**config.mk**
```make
export PLATFORM = sky130hd
export DESIGN_NAME = audio_dac_stream
export DESIGN_NICKNAME = d
export VERILOG_FILES = /design/src/rtl/audio_dac_stream.sv
export SDC_FILE = /design/constraint.sdc
export NUM_CORES = 1
export LEC_CHECK = 0
export BUFFER_PORTS_ARGS = -buffer_cell sky130_fd_sc_hd__clkbuf_2
export CORE_ASPECT_RATIO = 1.75
export CORE_MARGIN = 8
export CORE_UTILIZATION = 55
export DETAILED_ROUTE_END_ITERATION = 7
export MAX_ROUTING_LAYER = met4
export PLACE_DENSITY = 0.71
export SYNTH_ARGS = -nofsm -noshare
export SYNTH_HDL_FRONTEND = slang
export SYNTH_SLANG_ARGS = --single-unit
```
**constraint.sdc**
```tcl
create_clock -name clk_clk -period 2.43 [get_ports clk_clk]
set_input_delay 0.3645 -clock clk_clk [delete_from_list [all_inputs] [get_ports clk_clk]]
set_output_delay 0.3645 -clock clk_clk [all_outputs]
set_load 0.02 [all_outputs]
```
**src/rtl/audio_dac_stream.sv**
```systemverilog
`timescale 1ns/1ps
// audio_dac_stream: buffered stereo sample sinks serialised onto codec DACDAT (I2S or left-justified).
// Optional: define AUDIO_DAC_UNDERRUN_CNT_EN to add a saturating underrun counter with a clear input.
module audio_dac_stream #(
  parameter int DATA_W     = 16,
  parameter int FIFO_DEPTH = 8,
  parameter int MODE       = 0
) (
  input  logic              clk_clk,
  input  logic              reset_reset_n,
  input  logic              enable,
  input  logic [DATA_W-1:0] left_sink_data,
  input  logic              left_sink_valid,
  output logic              left_sink_ready,
  input  logic [DATA_W-1:0] right_sink_data,
  input  logic              right_sink_valid,
  output logic              right_sink_ready,
  input  logic              bclk,
  input  logic              daclrck,
  output logic              dacdat,
  output logic              underrun
`ifdef AUDIO_DAC_UNDERRUN_CNT_EN
  ,
  input  logic              clear_count,
  output logic [15:0]       underrun_count
`endif
);

  localparam int AW = $clog2(FIFO_DEPTH);
  localparam int CW = $clog2(FIFO_DEPTH + 1);
  localparam int BW = $clog2(DATA_W + 1);
  localparam logic LEFT_LVL = (MODE == 1);

  typedef enum logic [1:0] {IDLE, WAIT1, SHIFT, PAD} state_t;

  logic              rst_done;
  logic [1:0]        bclk_sync, lrck_sync;
  logic              bclk_prev, lrck_prev, bf, lre;
  logic [DATA_W-1:0] mem_l [FIFO_DEPTH];
  logic [DATA_W-1:0] mem_r [FIFO_DEPTH];
  logic [AW-1:0]     wr_l, rd_l, wr_r, rd_r;
  logic [CW-1:0]     cnt_l, cnt_r;
  logic              push_l, push_r, pop, left_start, empty_l, empty_r;
  logic [DATA_W-1:0] pair_l, pair_r, word, hold_r, shreg;
  logic [BW-1:0]     bitcnt;
  state_t            state;

  // Codec clocks are async: two-flop synchronise, then register one-cycle edge strobes.
  always_ff @(posedge clk_clk or negedge reset_reset_n) begin
    if (!reset_reset_n) begin
      rst_done  <= 1'b0;
      bclk_sync <= '0;
      lrck_sync <= '0;
      bclk_prev <= 1'b0;
      lrck_prev <= 1'b0;
      bf        <= 1'b0;
      lre       <= 1'b0;
    end else begin
      rst_done  <= 1'b1;
      bclk_sync <= {bclk_sync[0], bclk};
      lrck_sync <= {lrck_sync[0], daclrck};
      bclk_prev <= bclk_sync[1];
      lrck_prev <= lrck_sync[1];
      bf        <= bclk_prev & ~bclk_sync[1];
      lre       <= lrck_prev ^ lrck_sync[1];
    end
  end

  assign left_start       = lre && (lrck_prev == LEFT_LVL);
  assign empty_l          = (cnt_l == '0);
  assign empty_r          = (cnt_r == '0);
  assign left_sink_ready  = rst_done && (cnt_l != CW'(FIFO_DEPTH));
  assign right_sink_ready = rst_done && (cnt_r != CW'(FIFO_DEPTH));
  assign push_l           = left_sink_valid && left_sink_ready;
  assign push_r           = right_sink_valid && right_sink_ready;
  assign pop              = left_start && enable && !empty_l && !empty_r;
  assign pair_l           = pop ? mem_l[rd_l] : '0;
  assign pair_r           = pop ? mem_r[rd_r] : '0;
  assign word             = left_start ? pair_l : hold_r;

  always_ff @(posedge clk_clk) begin
    if (push_l) mem_l[wr_l] <= left_sink_data;
    if (push_r) mem_r[wr_r] <= right_sink_data;
  end

  // Pairs leave only together, so a lone sample in one FIFO waits for its partner.
  always_ff @(posedge clk_clk or negedge reset_reset_n) begin
    if (!reset_reset_n) begin
      wr_l  <= '0;
      rd_l  <= '0;
      cnt_l <= '0;
      wr_r  <= '0;
      rd_r  <= '0;
      cnt_r <= '0;
    end else begin
      if (push_l) wr_l <= wr_l + 1'b1;
      if (push_r) wr_r <= wr_r + 1'b1;
      if (pop) begin
        rd_l <= rd_l + 1'b1;
        rd_r <= rd_r + 1'b1;
      end
      if (push_l && !pop)      cnt_l <= cnt_l + 1'b1;
      else if (pop && !push_l) cnt_l <= cnt_l - 1'b1;
      if (push_r && !pop)      cnt_r <= cnt_r + 1'b1;
      else if (pop && !push_r) cnt_r <= cnt_r - 1'b1;
    end
  end

  always_ff @(posedge clk_clk or negedge reset_reset_n) begin
    if (!reset_reset_n) begin
      underrun <= 1'b0;
    end else begin
      underrun <= left_start && enable && (empty_l || empty_r);
    end
  end

  // Any LRCK edge restarts the word, so a short half-frame simply truncates it.
  always_ff @(posedge clk_clk or negedge reset_reset_n) begin
    if (!reset_reset_n) begin
      state  <= IDLE;
      hold_r <= '0;
      shreg  <= '0;
      bitcnt <= '0;
      dacdat <= 1'b0;
    end else begin
      if (left_start) hold_r <= pair_r;
      if (lre) begin
        if (MODE == 1) begin
          dacdat <= word[DATA_W-1];
          shreg  <= {word[DATA_W-2:0], 1'b0};
          bitcnt <= BW'(DATA_W - 1);
          state  <= SHIFT;
        end else begin
          shreg  <= word;
          bitcnt <= BW'(DATA_W);
          state  <= WAIT1;
        end
      end else if (bf) begin
        case (state)
          WAIT1, SHIFT: begin
            if (bitcnt == '0) begin
              dacdat <= 1'b0;
              state  <= PAD;
            end else begin
              dacdat <= shreg[DATA_W-1];
              shreg  <= {shreg[DATA_W-2:0], 1'b0};
              bitcnt <= bitcnt - 1'b1;
              state  <= SHIFT;
            end
          end
          PAD:     dacdat <= 1'b0;
          default: state <= IDLE;
        endcase
      end
    end
  end

`ifdef AUDIO_DAC_UNDERRUN_CNT_EN
  always_ff @(posedge clk_clk or negedge reset_reset_n) begin
    if (!reset_reset_n) begin
      underrun_count <= '0;
    end else if (clear_count) begin
      underrun_count <= '0;
    end else if (underrun && (underrun_count != 16'hFFFF)) begin
      underrun_count <= underrun_count + 16'd1;
    end
  end
`endif

endmodule

```
==> summary.txt <==
Pwr
  – Combinational share of power: about a quarter
  – Internal power: 11.09 mW
  – Clock power share: 26.8%
  – Pwr Density: roughly 1100 nW/um2
  – Power, Total: ~16 mW
  – Sequential share of power: between 40% and 50%
  – Static Leak: 5.281 nW
  – Sw Pwr: approximately 4.6 mW
  – Switch share: 29.18%
  – Worst vdd ir: ~760 uV

Yosys
  – Synth warn: 0
  – Area contributors post-synth: edfxtp_1 59%, dfrtp_1 13%, mux4_2 8.4%
  – Syn_area_per_cell: ~17 um2
  – Post-synthesis adder-cell area fraction: approximately 1.6%
  – Flops & latches, synth: ~330
  – Synth Area in Compound Gates: 7.422%
  – Seq/Total Area, Yosys: between 70% and 80%
  – Xor and xnor fraction of the mapped netlist area: under 10%
  – Largest family of logic cells by synthesized area: multiplexers
  – Mux contribution to synthesized area: a little under an eighth
  – Ys async rst share: between 20% and 30%
  – Syn nets: 810
  – Synth Area in Simple Gates: 4.332%
  – Post-synth EDFFs: around 260
  – Top cell type's share of synthesized area: just under 60%
  – Netlist area before placement: between 10000 and 15000 um2
  – Syn Inst Count: between 700 and 800
  – Leading area contributor after synthesis: edfxtp_1
  – Count of cell types in the netlist: 43
  – Ys flop type: edfxtp_1

Setup path
  – CP Cell Sequence: nand3b_1 -> nor3_4 -> inv_2 -> ha_4 -> inv_4 -> ha_4 -> a21o_1 -> a21oi_2 -> mux2i_2 -> o31ai_2
  – CP peak stage delay: around 0.37 ns
  – Required time worst endpoint: between 2 and 3 ns
  – CP max stage cell: dfrtp_1
  – Worst-path fanout max: 5
  – Reg2Reg Setup Slack: -0.02 ns
  – Worst r2r dst: cnt_r[3]
  – Top cell by count, worst path: ha_4
  – Critical path's top delay family: simple AND/OR/NAND/NOR gates
  – Worst Setup End Kind: flip-flop
  – Worst Path Arrival: between 2 and 3 ns
  – Worst Reg-to-Reg Cells: 10
  – Reg2Reg Launch Point: lrck_prev
  – CP bufs+invs: 2
  – Crit Path Class: flip-flop to flip-flop
  – Startpoint class of the critical path: flip-flop

Global route
  – Initial antenna violation count: 0
  – First-pass GRT wire length: 41280 um
  – Global router's overall resource usage: between 10% and 20%
  – Vias in the first global route: 7585
  – Largest net degree at the start of global routing: 71
  – Total gr overflow: 0

Routing
  – DRT Pass-1 Iters: 5
  – Routed length per instance: 22.14 um
  – DR vias/cell: just under 6
  – Wirelength, routed: approximately 26000 um
  – 1st-iter DRT viols: 460
  – DRC Markers: 0
  – Antenna-violating nets left: 0
  – Via Count: between 6000 and 7000

Floorplanning
  – Initial Util: a little under three fifths
  – IO Pins: 43
  – DIE HEIGHT: roughly 220 um
  – Die ar.: 29170 um2
  – # rows: 74
  – Die width: between 100 and 150 um
  – Core region area: 23330 um2

CTS
  – Root buffer cell: clkbuf_16
  – Htree depth: 1
  – Worst-skew pair later-pin latency: around 0.55 ns
  – Longest Clk Path Bufs: 3
  – Sink Count: 326
  – CTS clk-pin slew, worst paths: roughly 0.07 ns
  – CTS tree: done
  – TritonCTS buffer count: 28

Worst hold path
  – HP Class: input pin to flip-flop
  – Min-Delay Endpoint: mem_r[1][8]
  – Worst hold start: right_sink_data[8]
  – Hold path cells: 1

Status
  – Outcome: finished, violations left
  – Violated checks: setup timing

Cells and area
  – Fin area: 14880 um2
  – Layout cells sized above 1: about 25%
  – Fin nets: ~890
  – N_diodes: 0
  – Area delta synth->final: 13.71%

Timing
  – FMAX: ~0.41 GHz
  – Final Critical Period: between 2 and 2.5 ns
  – Final hold violations: 0
  – Setup Viol. Count Final: 1
  – Final WS setup: -0.01604 ns
  – Final TNS setup: -0.01604 ns
  – Post-route clock period utilization: 100.7%
  – Clock Skew: between 0.01 and 0.015 ns
  – Hold Slack: 0.07980 ns
  – RSZ-0062 raised after global routing: yes
  – Max Slew Vio Count: 0
  – Worst-Margin Slew: 0.8948 ns
  – Slew HR: 40.35%

Placed design
  – Hpwl dp: around 17000 um
  – Buffers on Ports: 42
  – Cell Area, Placed: between 10000 and 15000 um2
  – Placer Congestion: 0.7788

Job
  – Max-Cap Viols: 0
[worst register-to-register path, stage by stage (launching register included)]
cell      delay (ns)
dfrtp_1         0.37
nand3b_1        0.31
nor3_4          0.27
inv_2           0.08
ha_4            0.18
inv_4           0.08
ha_4            0.19
a21o_1          0.20
a21oi_2         0.22
mux2i_2         0.30
o31ai_2         0.12
[cell families (layout without fill, tap and decap cells)]
group / Yosys count / in the layout
flip-flops: 326 / 326
AO/OA/AOI/OAI: 145 / 145
AND/OR/NAND/NOR: 115 / 115
multiplexers: 86 / 86
buffers and inverters: 49 / 149
XOR/XNOR: 17 / 17
adder cells (fa/ha/maj): 16 / 16
other: 1 / 1
[worst max-delay path by stage]
stage / start / end / cells past startpoint
2_1_floorplan: lrck_prev / cnt_l[3] / 11
3_3_place_gp: enable / cnt_l[3] / 10
3_5_place_dp: cnt_l[0] / cnt_r[3] / 10
4_1_cts: lrck_prev / cnt_l[3] / 9
5_1_grt: lrck_prev / cnt_r[3] / 10
6_report: lrck_prev / cnt_r[3] / 10
[power groups by stage]
stage                     Clock, mW  Sequential (mW)  Combinational, mW
after floorplan                   0             7.26               2.95
final                          4.20             7.34               4.12
after global placement            0             7.39               3.76
after global routing           4.48             7.43               4.51
after detailed placement          0             7.46               3.95
after CTS                      4.29             7.34               4.05
[cell usage in the layout (no fill, tap or decap), drive strengths merged, types with 3 or more instances in the layout]
cell,instances
mux4,49
nand3b,4
clkinv,9
a31o,15
a21oi,38
a22oi,15
a21o,18
inv,7
a21boi,17
nand2b,25
mux2,4
nor3,14
nor2,19
nand2,42
o21ai,21
dlygate4sd3,3
xor2,6
dfrtp,70
ha,14
mux2i,33
clkbuf,77
edfxtp,256
nand3,3
o22ai,15
xnor2,11
buf,50
[state kept, by name (all words and copies together) (netlist names), 3 cells and up]
register  cells
cnt_r         4
rd_l          3
mem_r       128
bitcnt        5
rd_r          3
shreg        16
wr_l          3
wr_r          3
mem_l       128
hold_r       16
cnt_l         4
[layer usage]
| layer | vias up | track usage [%] | part of all wire, % |
|---|---|---|---|
| li1 | 3108 | - | - |
| met1 | 3510 | 20.07 | 37 |
| met2 | 168 | 34.90 | 56 |
| met3 | 53 | 2.440 | 3.5 |
| met4 | 0 | 6.010 | 2.7 |
| met5 | - | - | 0 |
[synth_stat cells, types with 2 or more instances]
master / instances
clkbuf_1: 17
buf_1: 2
a21oi_1: 31
a22oi_1: 15
buf_2: 12
nor4_1: 2
nand3_1: 3
a21boi_0: 17
dfrtp_1: 70
a2111oi_0: 2
ha_1: 14
o31ai_1: 2
mux2i_1: 33
o21ai_0: 21
a21oi_2: 7
a31o_1: 14
a21o_1: 18
buf_4: 6
buf_6: 5
mux4_2: 49
nor2_1: 19
nor3_1: 13
xnor2_1: 11
o22ai_1: 15
inv_1: 6
nor2b_1: 2
nand2b_1: 25
xor2_1: 6
edfxtp_1: 256
and2_1: 2
fa_1: 2
nand2_1: 41
mux2_2: 4
nand3b_1: 4
[final cells by class]
class | count | area [um2]
multi-input combinational | 380 | 3518
clock buffer | 36 | 730.7
fill | 1616 | 8456
tap | 304 | 380.4
clock inverter | 12 | 125.1
sequential | 326 | 9445
inverter | 7 | 28.78
timing repair buffer | 94 | 648.1
[stage by stage]
stage / setup slack, ns / util, % / instances
after floorplan: -0.09752 / - / 755
after global placement: 0.09834 / 59.30 / 1097
after detailed placement: -0.06981 / 59.30 / 1097
after CTS: 0.006926 / 63.26 / 1151
after global routing: -0.07495 / 63.76 / 1159
final: -0.01604 / 63.76 / 1159
[what timing repair did]
action                     CTS  global route
hold buffers                 3             0
pin swaps                    2             8
cloned                       0             0
resized for setup            4            10
hold endpoints to repair    72             0
setup buffers                3             8
setup endpoints to repair    2             2
Note: power is estimated with default switching activity, not from simulation.
